### src/rtl/serial_rr_arbiter.sv
// Round-robin arbiter that lends one shared serial state-machine core to four
// requesters, one fixed-length burst at a time, and captures the core's final state.
//
// state | meaning
// IDLE  | no grant; picks the next requester after r_last
// CLEAR | one-cycle synchronous clear of the shared core
// RUN   | BURST_LEN cycles of steered serial bits into the core
// DONE  | core state is final; captured into result on exit
module serial_rr_arbiter #(
  parameter int BURST_LEN = 8
) (
  input  logic       clk,
  input  logic       rstn,
  input  logic [3:0] req,
  input  logic [3:0] x_req,
  input  logic [3:0] dp_state,
  output logic [3:0] grant,
  output logic       busy,
  output logic       dp_clr,
  output logic       dp_en,
  output logic       dp_x,
  output logic [3:0] result,
  output logic [1:0] result_id,
  output logic       burst_done,
  output logic       burst_abort
);

  localparam int CW = $clog2(BURST_LEN);
  localparam logic [CW-1:0] CNT_LAST = CW'(BURST_LEN - 1);

  typedef enum logic [1:0] {S_IDLE, S_CLEAR, S_RUN, S_DONE} state_t;

  state_t        r_state;
  logic [3:0]    r_grant;
  logic [1:0]    r_last;
  logic [CW-1:0] r_cnt;
  logic [3:0]    r_result;
  logic [1:0]    r_result_id;
  logic          r_done;
  logic          r_abort;

  logic [1:0]    w_sel;
  logic [1:0]    w_cand;
  logic          w_lost;

  // Scan from farthest to nearest so the nearest requester after r_last wins.
  always_comb begin
    w_sel  = r_last;
    w_cand = '0;
    for (int i = 4; i >= 1; i--) begin
      w_cand = r_last + 2'(i);
      if (req[w_cand]) w_sel = w_cand;
    end
  end

  // r_last already holds the granted index for the whole burst.
  assign w_lost = ~req[r_last];

  always_ff @(posedge clk or negedge rstn) begin
    if (!rstn) begin
      r_state     <= S_IDLE;
      r_grant     <= '0;
      r_last      <= 2'd3;
      r_cnt       <= '0;
      r_result    <= '0;
      r_result_id <= '0;
      r_done      <= 1'b0;
      r_abort     <= 1'b0;
    end else begin
      r_done  <= 1'b0;
      r_abort <= 1'b0;
      case (r_state)
        S_IDLE: begin
          if (|req) begin
            r_grant <= 4'(1) << w_sel;
            r_last  <= w_sel;
            r_state <= S_CLEAR;
          end
        end
        S_CLEAR: begin
          if (w_lost) begin
            r_grant <= '0;
            r_abort <= 1'b1;
            r_state <= S_IDLE;
          end else begin
            r_cnt   <= '0;
            r_state <= S_RUN;
          end
        end
        S_RUN: begin
          if (w_lost) begin
            r_grant <= '0;
            r_abort <= 1'b1;
            r_state <= S_IDLE;
          end else begin
            r_cnt <= r_cnt + 1'b1;
            if (r_cnt == CNT_LAST) r_state <= S_DONE;
          end
        end
        S_DONE: begin
          r_result    <= dp_state;
          r_result_id <= r_last;
          r_done      <= 1'b1;
          r_grant     <= '0;
          r_state     <= S_IDLE;
        end
        default: r_state <= S_IDLE;
      endcase
    end
  end

  assign grant       = r_grant;
  assign busy        = (r_state != S_IDLE);
  assign dp_clr      = (r_state == S_CLEAR);
  assign dp_en       = (r_state == S_RUN);
  assign dp_x        = dp_en & x_req[r_last];
  assign result      = r_result;
  assign result_id   = r_result_id;
  assign burst_done  = r_done;
  assign burst_abort = r_abort;

endmodule

### config.mk
export PLATFORM = sky130hd
export DESIGN_NAME = serial_rr_arbiter
export DESIGN_NICKNAME = d
export VERILOG_FILES = /design/src/rtl/serial_rr_arbiter.sv
export SDC_FILE = /design/constraint.sdc
export NUM_CORES = 1
export LEC_CHECK = 0
export ABC_AREA = 0
export ABC_CLOCK_PERIOD_IN_PS = 1600
export BUFFER_PORTS_ARGS = -buffer_cell sky130_fd_sc_hd__buf_2
export CAP_MARGIN = 20
export CORE_AREA = 2 2 47 58
export CTS_BUF_LIST = sky130_fd_sc_hd__clkbuf_16
export CTS_CLUSTER_DIAMETER = 60
export DETAILED_ROUTE_END_ITERATION = 16
export DIE_AREA = 0 0 49 60
export PLACE_DENSITY_LB_ADDON = 0.05
export REMOVE_ABC_BUFFERS = 1
export SETUP_SLACK_MARGIN = 0.2
export SLEW_MARGIN = 0
export SYNTH_ARGS = -nofsm -noshare
export SYNTH_HDL_FRONTEND = slang
export SYNTH_SLANG_ARGS = --single-unit
### constraint.sdc
create_clock -name clk -period 1.6 [get_ports clk]
set_input_delay 0.32 -clock clk [delete_from_list [all_inputs] [get_ports clk]]
set_output_delay 0.32 -clock clk [all_outputs]
set_load 0.005 [all_outputs]
==> results.py <==
metrics = {
    "synth": {
        "synth.most_common_cell": "dfrtp_1",
        "synth-xor-area-share_pct": 0,
        "synth_flop_cell": "dfrtp_1",
        "synth_top_area_share_pct": 41.5,
        "synth_top_area_cell": "dfrtp_1",
        "synthCells": 93,
        "async_flop_share_pct": 100,
        "synth.avg_cell_area_um2": 11.0,
        "ys_seq_elements": 19,
        "synth_compound_area_share_pct": 17.9,
        "synthTopCellsByCount": "dfrtp_1 (17), nand2_1 (10), o21ai_0 (9), inv_1 (8), ha_1 (7)",
        "yosys.cell_types.count": 30,
        "synth_edf_count": 0,
        "yosysSeqAreaShare_pct": 46.6,
        "syn-cell-area_mm2": 0.00103,
        "synthAdderAreaFrac_pct": 8.54,
        "muxShareOfSynthArea_pct": 12.3,
        "netlist_top_cells_area": "dfrtp_1 (41%), ha_1 (8.5%), mux2_2 (6.6%)",
        "yosysWarnings": 0,
        "yosys.area_share.simple_pct": 10.5,
        "synth_top_family_by_area": "compound AO/OA/AOI/OAI gates",
    },
    "sta": {
        "rsz0062_at_grt": "yes",
        "fmax_mhz": 523,
        "slew_viol_final": 0,
        "setup_viol": 11,
        "fin_crit_sh_pct": 120,
        "relSlewSlack_pct": 70.2,
        "worst_pin_slew_ns": 0.447,
        "skew_ns": 0.00216,
        "post-route-min-period_ns": 1.91,
        "setup_ws_ns": -0.313,
        "hold_viol": 0,
    },
    "setup_path": {
        "critPathRequiredTime_ns": 1.28,
        "crit_path_top_delay_cell": "dfstp_2",
        "cp-start-kind": "flop",
        "crit_type": "reg2out",
        "worstPathMaxFanout": 2,
        "cp-end-kind": "primary output",
        "critPathBufInv": 2,
        "cp_num_cells": 4,
        "crit_chain": "buf_6, mux4_2, and2_1, buf_2",
        "cpPeakStageDelay_ns": 0.54,
        "reg2regPathDepth": 4,
        "path_delay_family": "flip-flops",
        "crit_arrival_ns": 1.59,
    },
    "pwr": {
        "p_leak_nw": 0.829,
        "p_total_mw": 3.44,
        "p_switching_mw": 1.29,
        "p_int_mw": 2.15,
        "p_sw_share_pct": 37.5,
        "clock_power_share_pct": 14.8,
        "power.density_mw_per_mm2": 2060,
        "combPwrFrac_pct": 62.3,
        "power.share.sequential_pct": 22.9,
        "ir_drop_uv": 1310,
    },
    "global_routing": {
        "grt_pass1_wl_mm": 4.08,
        "antenna_found_initial": 0,
        "track_usage_pct": 18.3,
        "grt_pass1_vias": 939,
        "grt_max_degree": 20,
        "grt.overflow.total": 0,
    },
    "clock_tree": {
        "cts_root_buffer": "clkbuf_16",
        "cts_hold_buf": 0,
        "ctsLongestPathBuffers": 2,
        "clock_latency_ns": 0.25,
        "tritoncts": "done",
        "cts-htree-levels": 1,
        "clock-sinks": 19,
        "clk_pin_slew_ns": 0.05,
        "cts_buffers": 3,
    },
    "finish": {
        "nets": 171,
        "final-seq-area_um2": 478,
        "multi_input_area_um2": 669,
        "stdcell_area_mm2": 0.00167,
        "n_fill_cell": 205,
        "antenna_cells": 0,
        "drive_above_1_share_pct": 63.8,
        "syn_to_final_growth_pct": 63.0,
    },
    "flow_run": {
        "maxCapViolCount": 0,
    },
    "die": {
        "initial_utilization_pct": 42.3,
        "num_rows": 20,
        "core_mm2": 0.00243,
        "die_area_mm2": 0.00294,
        "io_pins": 30,
        "die_y_um": 60,
        "die_width_um": 49,
    },
    "outcome": {
        "violations": "negative setup slack",
        "status": "finished, violations left",
    },
    "drt": {
        "avgViaCountPerCell": 5.08,
        "drt_iter0_markers": 10,
        "drcViolationCount": 0,
        "wirelength_mm": 2.61,
        "drt-wirelength-per-cell_um": 14.4,
        "antenna_left": 0,
        "num_vias": 924,
        "dr.pass1.iters": 4,
    },
    "placement": {
        "numPortBuffers": 29,
        "placed_cell_area_mm2": 0.00132,
        "dp_hpwl_mm": 1.77,
        "gp_congestion": 0.800,
    },
    "hold_path": {
        "timing.hold.worst.class": "in2async",
    },
}
-- registers in the layout (all words and copies together), names as in the netlist --
name and count:
r_last 2, burst_done 1, r_state 2, r_cnt 3, result 4, result_id 2, burst_abort 1, grant 4
-- cells by family after synthesis --
kind of cell / after synthesis
AO/OA/AOI/OAI: 25
AND/OR/NAND/NOR: 22
flip-flops: 19
buffers and inverters: 11
multiplexers: 9
adder cells (fa/ha/maj): 7
-- stage by stage --
| stage | util (%) | std cells | setup TNS, ns | hold slack, ns | worst slack [ns] |
|---|---|---|---|---|---|
| floorplan | - | 90 | -1.19 | 0.0244 | -0.254 |
| global placement | 54.4 | 168 | -1.30 | 0.287 | -0.152 |
| detailed placement | 54.4 | 168 | -1.60 | 0.294 | -0.262 |
| CTS | 63.7 | 179 | -2.14 | 0.0283 | -0.321 |
| global route | 68.9 | 182 | -2.99 | 0.0571 | -0.374 |
| finish | 68.9 | 182 | -2.39 | 0.0135 | -0.313 |
-- layout make-up --
class | instances | share of cell area, %
inverter | 8 | 1.80
clock inverter | 1 | 0.299
multi-input combinational | 63 | 40.0
sequential | 19 | 28.6
tap | 33 | 2.47
timing repair buffer | 55 | 22.4
clock buffer | 3 | 4.49
-- final timing paths --
path	slack (ns)	startpoint	end
max in group asynchronous	1.25	rstn	r_last[1]$_DFFE_PN1P_
setup reg to reg	-0.29	r_last[0]$_DFFE_PN1P_	grant[2]$_DFFE_PN0P_
setup / recovery	-0.31	r_last[0]$_DFFE_PN1P_	dp_x
min in group clk	0.30	dp_state[3]	result[3]$_DFFE_PN0P_
hold / removal	0.01	rstn	r_cnt[1]$_DFFE_PN0P_
hold reg to reg	0.50	result[3]$_DFFE_PN0P_	result[3]$_DFFE_PN0P_
-- layer usage --
| layer | wire length [um] | global-route usage, % | up-vias | share of wire, % |
|---|---|---|---|---|
| met3 | 58 | 2.50 | 2 | 2.2 |
| met2 | 1560 | 37.4 | 14 | 60 |
| li1 | - | - | 447 | - |
| met4 | 12 | 4.90 | 0 | 0.46 |
| met5 | 0 | 0 | - | 0 |
| met1 | 986 | 19.5 | 461 | 38 |
-- cell usage in the layout, fill, tap and decap left out, types with 3 or more instances in the layout --
cell / n
buf_2: 29
dfrtp_1: 17
buf_4: 17
buf_6: 9
mux2_2: 6
nand2_1: 5
o21ai_1: 5
inv_1: 5
nand2_2: 4
inv_2: 3
nor2b_1: 3
o21ai_2: 3
a22o_1: 3
ha_1: 3
ha_4: 3
clkbuf_16: 3
-- power groups by stage --
stage	Sequential, mW	Clock, mW	Combinational (mW)
5_1_grt	0.810	0.537	2.32
4_1_cts	0.782	0.517	1.80
2_1_floorplan	0.822	0	0.756
3_3_place_gp	0.781	0	1.38
6_report	0.789	0.509	2.15
3_5_place_dp	0.793	0	1.40
-- repair_timing --
action                     4_1_cts  5_1_grt
gates cloned                     1        0
resized for setup               32       19
setup buffers                    6        3
pin swaps                       11        8
setup endpoints to repair       16       16
-- worst register-to-register path: stages (launching register included) --
cell	delay (ns)
dfstp_2	0.54
buf_4	0.12
mux4_2	0.55
a22o_4	0.36
o41ai_4	0.22
Note: power is estimated with default switching activity, not from simulation.
